<file path="config.mk">
export PLATFORM = sky130hd
export DESIGN_NAME = spi_frame_host
export DESIGN_NICKNAME = d
export VERILOG_FILES = /design/src/rtl/spi_frame_host.sv
export SDC_FILE = /design/constraint.sdc
export NUM_CORES = 1
export LEC_CHECK = 0
export ABC_AREA = 1
export CORE_MARGIN = 2
export CORE_UTILIZATION = 50
export CTS_BUF_LIST = sky130_fd_sc_hd__clkbuf_16
export DETAILED_ROUTE_END_ITERATION = 12
export PLACE_DENSITY = 0.72
export SLEW_MARGIN = 5
export SYNTH_ARGS = -nofsm -noshare
export SYNTH_HDL_FRONTEND = slang
export SYNTH_SLANG_ARGS = --single-unit
</file>
<file path="constraint.sdc">
create_clock -name clk -period 4.1 [get_ports clk]
set_input_delay 0.82 -clock clk [delete_from_list [all_inputs] [get_ports clk]]
set_output_delay 0.82 -clock clk [all_outputs]
set_load 0.01 [all_outputs]
</file>
<file path="src/rtl/spi_frame_host.sv">
// spi_frame_host: streams one framebuffer (WORDS x 32-bit) out over a mode-0
// SPI link inside a single chip-select burst.
//
// Handshake: start is a one-cycle request that is accepted only while the
// block is idle (busy=0, done=0). There is no separate ready; busy is the
// sole backpressure indication and done marks the first cycle in which the
// block is idle again (a start in that cycle is ignored). The RAM side is a
// plain read strobe: mem_rd/mem_addr for one cycle, mem_data valid the next.
//
// Assumes CS_SETUP >= 2 so word 0 arrives before setup ends, WORDS >= 2,
// and CLK_DIV/CS_* below 65536.
module spi_frame_host #(
    parameter int CLK_DIV  = 2,
    parameter int WORDS    = 2048,
    parameter int ADDR_W   = 11,
    parameter int CS_SETUP = 4,
    parameter int CS_HOLD  = 4,
    parameter int CS_GAP   = 8
) (
    input  logic              clk,
    input  logic              resetn,
    input  logic              start,
    output logic              busy,
    output logic              done,
    output logic              mem_rd,
    output logic [ADDR_W-1:0] mem_addr,
    input  logic [31:0]       mem_data,
    output logic              spi_clk,
    output logic              spi_mosi,
    output logic              spi_cs,
    output logic [ADDR_W-1:0] word_idx,
    output logic [2:0]        state_dbg
);

    localparam logic [15:0] DIV_LAST   = 16'(CLK_DIV - 1);
    localparam logic [15:0] SETUP_LAST = 16'(CS_SETUP - 1);
    localparam logic [15:0] HOLD_LAST  = 16'(CS_HOLD - 1);
    localparam logic [15:0] GAP_LAST   = 16'(CS_GAP - 1);
    localparam logic [ADDR_W-1:0] LAST_IDX = ADDR_W'(WORDS - 1);
    // Prefetch of word_idx+2 is only issued while word_idx < WORDS-2.
    localparam logic [ADDR_W-1:0] PF_LIMIT = ADDR_W'(WORDS - 2);

    typedef enum logic [2:0] {
        S_IDLE  = 3'd0,
        S_SETUP = 3'd1,
        S_SHIFT = 3'd2,
        S_HOLD  = 3'd3,
        S_GAP   = 3'd4,
        S_DONE  = 3'd5
    } state_t;

    state_t      state;
    state_t      state_n;
    logic [15:0] cnt;        // cycles spent in the current state
    logic [15:0] div_cnt;    // cycles spent in the current spi_clk half
    logic [4:0]  bit_cnt;    // bit of the current word, wraps 31 -> 0
    logic [31:0] shift_reg;
    logic [31:0] hold_reg;   // prefetched next word
    logic        rd_q;       // mem_data is valid this cycle

    logic half_end;
    logic fall_evt;
    logic last_bit;
    logic last_word;
    logic frame_end;
    logic setup_end;
    logic hold_end;
    logic gap_end;

    assign half_end  = (state == S_SHIFT) && (div_cnt == DIV_LAST);
    assign fall_evt  = half_end && spi_clk;
    assign last_bit  = (bit_cnt == 5'd31);
    assign last_word = (word_idx == LAST_IDX);
    assign frame_end = fall_evt && last_bit && last_word;
    assign setup_end = (state == S_SETUP) && (cnt == SETUP_LAST);
    assign hold_end  = (state == S_HOLD) && (cnt == HOLD_LAST);
    assign gap_end   = (state == S_GAP) && (cnt == GAP_LAST);

    assign state_dbg = state;

    // State register.
    always_ff @(posedge clk) begin
        if (!resetn) state <= S_IDLE;
        else         state <= state_n;
    end

    // Next-state logic: one pass IDLE -> SETUP -> SHIFT -> HOLD -> GAP -> DONE.
    always_comb begin
        state_n = state;
        case (state)
            S_IDLE:  if (start)     state_n = S_SETUP;
            S_SETUP: if (setup_end) state_n = S_SHIFT;
            S_SHIFT: if (frame_end) state_n = S_HOLD;
            S_HOLD:  if (hold_end)  state_n = S_GAP;
            S_GAP:   if (gap_end)   state_n = S_DONE;
            S_DONE:                 state_n = S_IDLE;
            default:                state_n = S_IDLE;
        endcase
    end

    // Output decode: chip select, busy/done and the data line follow the state.
    always_comb begin
        spi_cs   = 1'b1;
        busy     = 1'b0;
        done     = 1'b0;
        spi_mosi = 1'b0;
        case (state)
            S_SETUP, S_SHIFT: begin
                spi_cs   = 1'b0;
                busy     = 1'b1;
                spi_mosi = shift_reg[31];
            end
            S_HOLD: begin
                spi_cs = 1'b0;
                busy   = 1'b1;
            end
            S_GAP:   busy = 1'b1;
            S_DONE:  done = 1'b1;
            default: ;
        endcase
    end

    // Datapath: RAM reads, shift/holding registers, spi_clk divider and counters.
    always_ff @(posedge clk) begin
        if (!resetn) begin
            mem_rd    <= 1'b0;
            mem_addr  <= '0;
            word_idx  <= '0;
            spi_clk   <= 1'b0;
            cnt       <= '0;
            div_cnt   <= '0;
            bit_cnt   <= '0;
            shift_reg <= '0;
            hold_reg  <= '0;
            rd_q      <= 1'b0;
        end else begin
            mem_rd <= 1'b0;
            rd_q   <= mem_rd;

            if (state_n != state) cnt <= '0;
            else                  cnt <= cnt + 16'd1;

            if ((state == S_SHIFT) && rd_q) hold_reg <= mem_data;

            case (state)
                S_IDLE: begin
                    if (start) begin
                        mem_rd    <= 1'b1;
                        mem_addr  <= '0;
                        word_idx  <= '0;
                        bit_cnt   <= '0;
                        div_cnt   <= '0;
                        spi_clk   <= 1'b0;
                        shift_reg <= '0;
                    end
                end
                S_SETUP: begin
                    // Word 0 read was issued on entry; data is valid at cnt==1.
                    if (cnt == 16'd1) shift_reg <= mem_data;
                    if (setup_end) begin
                        mem_rd   <= 1'b1;
                        mem_addr <= ADDR_W'(1);
                        div_cnt  <= '0;
                    end
                end
                S_SHIFT: begin
                    if (half_end) begin
                        div_cnt <= '0;
                        spi_clk <= ~spi_clk;
                        if (spi_clk) begin
                            // Falling edge: advance the data line.
                            if (last_bit) begin
                                bit_cnt <= '0;
                                if (!last_word) begin
                                    shift_reg <= hold_reg;
                                    word_idx  <= word_idx + ADDR_W'(1);
                                    if (word_idx < PF_LIMIT) begin
                                        mem_rd   <= 1'b1;
                                        mem_addr <= word_idx + ADDR_W'(2);
                                    end
                                end
                            end else begin
                                shift_reg <= {shift_reg[30:0], 1'b0};
                                bit_cnt   <= bit_cnt + 5'd1;
                            end
                        end
                    end else begin
                        div_cnt <= div_cnt + 16'd1;
                    end
                end
                default: ;
            endcase
        end
    end

endmodule

</file>
==> results of run 1 <==
critical path: stages, from the launching register on:
cell and delay (ns):
dfxtp_1 0.46, inv_2 0.09, nor2_1 0.13, nand2_1 0.27
a21boi_0 0.32, clkdlybuf4s50_1 0.58
layout make-up:
type                    count  area (um2)
multi-input cells         732        3350
well taps                 172         215
flip-flops and latches    129        2580
clock inverters            14         151
fillers                  1197        4860
clock buffers              17         425
repair buffers             73         706
inverters                  60         225
layout by cell type (no fill, tap or decap), types with 4 or more instances in the layout:
cell	Yosys	final
nor3_1	20	20
dfxtp_1	129	129
xnor2_1	4	4
buf_4	1	8
ha_1	8	8
nand4_1	5	5
o21ai_0	75	75
nand3_1	65	65
nor3b_1	5	5
a21oi_1	30	30
clkdlybuf4s50_1	0	64
inv_2	5	5
inv_1	55	58
o21ai_1	16	16
or2_2	6	6
nand2_1	214	214
nor2_1	241	240
xor2_1	22	22
clkbuf_16	0	17
metrics by stage:
step                      hold slack (ns)  power [mW]  area (um2)
after floorplan                     0.425        1.59        6360
after global placement              0.442        1.70        7080
after detailed placement            0.455        1.70        7080
after CTS                           0.464        3.18        7660
after global routing                0.497        3.29        7660
final                               0.462        3.16        7660
power by group through the flow:
stage	clock, mW	combinational (mW)	sequential [mW]
2_1_floorplan	0	0.217	1.37
3_3_place_gp	0	0.331	1.37
3_5_place_dp	0	0.333	1.37
4_1_cts	1.50	0.336	1.34
5_1_grt	1.56	0.380	1.35
6_report	1.48	0.335	1.34
worst max path at each step:
stage	to	from	slack, ns
2_1_floorplan	spi_mosi	state_dbg[1]	1.94
3_3_place_gp	shift_reg[16]	start	1.33
3_5_place_dp	shift_reg[4]	start	1.28
4_1_cts	spi_mosi	state_dbg[1]	0.94
5_1_grt	spi_mosi	state_dbg[1]	0.83
6_report	spi_mosi	state_dbg[1]	1.01
layer usage:
metal / vias up / wire length, um / GRT usage (%)
met2: 122 / 6790 / 36.5
met4: 0 / 246 / 8.86
met1: 2682 / 7300 / 30.8
met5: - / 0 / 0
met3: 20 / 685 / 5.77
li1: 3168 / - / -
cells by family (layout without fill, tap and decap cells):
group | count (synthesis) | in the layout | share of synthesized area, %
AOI/OAI and AO/OA | 129 | 129 | 10.4
xor gates and xnor gates | 26 | 26 | 3.58
adders and majority gates | 8 | 8 | 1.57
buffers and inverters | 102 | 164 | 6.73
DFF | 129 | 129 | 40.6
and+or+nand+nor | 569 | 569 | 37.1
==> results.yml, run 1 <==
logic_synthesis:
  synth_area_leaders: "dfxtp_1 (41%), nor2_1 (14%), nand2_1 (13%)"
  synth-seq-area-share_pct: 40.6
  synth_area_per_cell_um2: 6.60
  yosys-top-cells-count: "nor2_1 (241), nand2_1 (214), dfxtp_1 (129), o21ai_0 (75), nand3_1 (65)"
  synthDistinctLibCells: 35
  synthesis.area_mm2: 0.00636
  synth-async-reset-ratio_pct: 0
  synth_nets: 1006
  netlist_instances: 963
  synth_enable_flop_cells: 0
  synth_largest_area_cell: "dfxtp_1"
  synth_seq_cells: 129
  yosys_warnings: 0
  yosys_most_used_dff: "dfxtp_1"
  synth_top_area_share_pct: 40.6
  yosysMostFrequentCell: "nor2_1"
clock_network:
  clk_pin_slew_worst_paths_ns: 0.06
  cts-root-buf: "clkbuf_16"
  clock_path_buffers: 2
  postCtsSetupRepairBufs: 0
  cts_sinks: 129
  cts_tree: "built"
  cts.repair.resized: 0
  clkLatencyLatePin_ns: 0.42
  hold_buffers: 0
  cts_max_level: 4
  cts_buffers: 17
drt:
  vias: 5992
  wl_um: 15000
  viasPerCell: 5.01
  ant_nets: 0
  detail_route.wl_per_cell_um: 12.6
  first_iter_violations: 476
  drc_errors: 0
  detail_route.first_pass.iterations: 5
grt:
  grt_overflow: 0
  track_usage_pct: 23.2
  grt_pass1_wl_um: 25100
  grt_max_degree: 40
  grt_antenna_before_repair: 0
  grt_pass1_vias: 5403
placement:
  portBuffers: 65
  dp.cells: 1166
  place_congestion: 0.882
  hpwl_um: 10000
  place_ws_ns: 1.28
run:
  drv_cap: 0
timing:
  skew_ns: 0.00660
  max_freq_mhz: 324
  rsz0062_at_grt: "false"
  hold_violations: 0
  min_period_ns: 3.09
  final_min_period_over_clock_period_pct: 75.4
  slew-limit-headroom_pct: 31.7
  tns_ns: 0
  tightestPinTransition_ns: 1.02
  setup_violations: 0
  drv_slew: 0
  setup_ws_ns: 1.01
hold_path:
  hp-class: "flop to flop"
  hp-start: "hold_reg[0]"
  worstHoldEndpoint: "hold_reg[0]"
  hold_depth: 2
floorplan:
  ios: 66
  dieHeight_um: 117
  fp.coreArea_mm2: 0.0125
  initial_core_util_pct: 50.8
  num_rows: 41
  die_x_um: 117
  die-area_mm2: 0.0136
status:
  status: "finished clean"
worst_setup_path:
  cp-start-kind: "flop"
  critPathKind: "flop to output pin"
  reg2reg_slack_ns: 1.42
  worst_r2r_endpoint: "shift_reg[22]"
  r2r-start: "state_dbg[1]"
  crit_arrival_ns: 2.27
  critPathCaptureType: "output pin"
  crit_fanout: 10
  r2r_cells: 8
  critPathRequiredTime_ns: 3.28
final_layout:
  final_cell_count_no_fill: 1197
  fin_nets: 1056
  postLayoutCoreUtil_pct: 61.2
  diodes: 0
  drive_gt1_share_pct: 5.66
  syn_to_final_growth_pct: 20.4
power:
  p_sw_share_pct: 24.6
  p_clk_share_pct: 46.9
  switchingPower_uw: 777
  power.internal_mw: 2.38
  power.density_mw_per_mm2: 413
  seqPwrFrac_pct: 42.5
  ir_worst_vdd_mv: 0.334
  combPwrFrac_pct: 10.6
  p_leak_nw: 2.96
Note: power is estimated with default switching activity, not from simulation.
==> inputs of run 2 (changes only) <==
--- a/config.mk
+++ b/config.mk
@@ -10,7 +10,7 @@
 export CORE_UTILIZATION = 50
 export CTS_BUF_LIST = sky130_fd_sc_hd__clkbuf_16
 export DETAILED_ROUTE_END_ITERATION = 12
-export PLACE_DENSITY = 0.72
+export PLACE_DENSITY = 0.74
 export SLEW_MARGIN = 5
 export SYNTH_ARGS = -nofsm -noshare
 export SYNTH_HDL_FRONTEND = slang
==> constraint.sdc (replaced) <==
create_clock -name clk -period 2.6 [get_ports clk]
set_input_delay 0.52 -clock clk [delete_from_list [all_inputs] [get_ports clk]]
set_output_delay 0.52 -clock clk [all_outputs]
set_load 0.01 [all_outputs]
==> results.yml, run 2 (same netlist as run 1, synthesis figures left out) <==
placement:
  dpl-instance-area_mm2: 0.00719
  hpwl_um: 10100
  place_congestion: 0.879
  portBuffers: 65
  place_ws_ns: 0.375
timing:
  setup_ws_ns: 0.189
  tns_ns: 0
  setup_violations: 0
  skew_ns: 0.00656
  drv_slew: 0
  hold_violations: 0
  slew-limit-headroom_pct: 66.5
  final_min_period_over_clock_period_pct: 92.7
  tightestPinTransition_ns: 0.500
  rsz0062_at_grt: "false"
  min_period_ns: 2.41
  max_freq_mhz: 415
final_layout:
  fin_nets: 1068
  post-route-cell-area_mm2: 0.00775
  final_common_cell: "nor2_1"
  syn_to_final_growth_pct: 21.8
  diodes: 0
  final_cell_mix: "nor2_1 (240), nand2_1 (214), dfxtp_1 (127)"
  drive_gt1_share_pct: 6.94
clock_network:
  clock_path_buffers: 2
  cts_tree: "built"
  cts_buffers: 17
  clk_pin_slew_worst_paths_ns: 0.06
  cts_max_level: 4
  clkLatencyLatePin_ns: 0.42
  cts-root-buf: "clkbuf_16"
  cts_sinks: 129
drt:
  drc_errors: 0
  vias: 6086
  first_iter_violations: 485
  detail_route.wl_per_cell_um: 12.7
  ant_nets: 0
  wl_um: 15400
  detail_route.first_pass.iterations: 6
  viasPerCell: 5.03
floorplan:
  die-area_mm2: 0.0136
  fp.coreArea_mm2: 0.0125
  num_rows: 41
  dieHeight_um: 117
  die_x_um: 117
  initial_core_util_pct: 50.8
  ios: 66
grt:
  track_usage_pct: 23.7
  grt_overflow: 0
  grt_antenna_before_repair: 0
  grt_pass1_wl_um: 25700
  grt_pass1_vias: 5590
  grt_max_degree: 81
worst_setup_path:
  cpLargestDelayFamily: "buffers and inverters"
  critPathRequiredTime_ns: 2.08
  crit_fanout: 5
  cp-start-kind: "flop"
  worst_r2r_endpoint: "shift_reg[19]"
  cp_cell_sequence: "inv_2 > nor2_1 > nand2_1 > a21boi_1 > clkdlybuf4s50_1"
  crit_arrival_ns: 1.89
  cp_slowest_cell: "clkdlybuf4s50_1"
  reg2reg_slack_ns: 0.36
  cp_num_cells: 5
  r2r-start: "word_idx[1]"
  startpoint: "state_dbg[1]"
  path_buf_inv: 2
  max_stage_delay_ns: 0.58
  r2r_cells: 10
  critPathKind: "flop to output pin"
  critPathCaptureType: "output pin"
  crit_end: "spi_mosi"
hold_path:
  hold_depth: 2
  hp-start: "mem_rd"
  hp-class: "flop to flop"
run:
  drv_cap: 0
power:
  ir_worst_vdd_mv: 0.535
  power.density_mw_per_mm2: 635
  p_leak_nw: 3.01
status:
  status: "finished clean"
[run 2: changes by cell type in the layout (fill, tap and decap cells not counted), sizes merged]
cell,before,now
bufinv,3,2
clkinv,5,7
clkinvlp,3,4
buf,9,21
inv,63,61
[run 2: power breakdown]
group | internal [mW] | leakage [nW] | switching [mW]
logic | 0.229 | 1.70 | 0.330
clock network | 1.38 | 0.264 | 0.861
registers | 2.07 | 1.05 | 0.0488
total | 3.68 | 3.01 | 1.24
[run 2: per-layer routing]
layer,up-vias,track usage [%],routed length [um]
li1,3194,-,-
met1,2762,30.5,7280
met2,118,39.2,7180
met3,12,6.18,776
met4,0,7.53,150
met5,-,0,0
[run 2: metrics by stage]
step	total power, mW	utilization [%]	hold WS [ns]	instances
2_1_floorplan	2.51	-	0.425	963
3_3_place_gp	2.71	57.5	0.418	1178
3_5_place_dp	2.71	57.5	0.435	1178
4_1_cts	4.96	61.9	0.443	1209
5_1_grt	5.14	61.9	0.469	1209
6_report	4.92	61.9	0.439	1209
[run 2: layout make-up]
| type | count | area [um2] |
|---|---|---|
| Timing Repair Buffer | 85 | 821 |
| Inverter | 60 | 225 |
| Fill cell | 1199 | 4770 |
| Tap cell | 172 | 215 |
| Clock inverter | 14 | 125 |
| Multi-Input combinational cell | 732 | 3350 |
| Clock buffer | 17 | 425 |
| Sequential cell | 129 | 2580 |
[run 2: worst register-to-register path, stage by stage, from the launching register on]
cell     delay, ns
dfxtp_1       0.49
ha_1          0.29
inv_1         0.08
nor2_1        0.21
nand3_1       0.17
nor2_1        0.20
a21oi_1       0.08
nand3_2       0.10
buf_4         0.31
o21ai_0       0.15
nor2_1        0.11
[run 2: repair_timing]
| action | in CTS | in global routing |
|---|---|---|
| cloned | 0 | 0 |
| setup endpoints to repair | 1 | 2 |
| resized for setup | 1 | 2 |
| endpoints found under the hold margin | 0 | 0 |
| setup buffers | 0 | 0 |
| hold buffers | 0 | 0 |
[run 2: worst min-delay path by stage]
stage | endpoint
floorplan | hold_reg[0]
global placement | rd_q
detailed placement | rd_q
CTS | rd_q
global route | div_cnt[12]
finish | rd_q
==> inputs of run 3 (changes only) <==
--- a/config.mk
+++ b/config.mk
@@ -11,7 +11,6 @@
 export CTS_BUF_LIST = sky130_fd_sc_hd__clkbuf_16
 export DETAILED_ROUTE_END_ITERATION = 12
 export PLACE_DENSITY = 0.74
-export SLEW_MARGIN = 5
 export SYNTH_ARGS = -nofsm -noshare
 export SYNTH_HDL_FRONTEND = slang
 export SYNTH_SLANG_ARGS = --single-unit
==> results of run 3 <==
Final layout, timing and power as in run 2 (identical DEF).
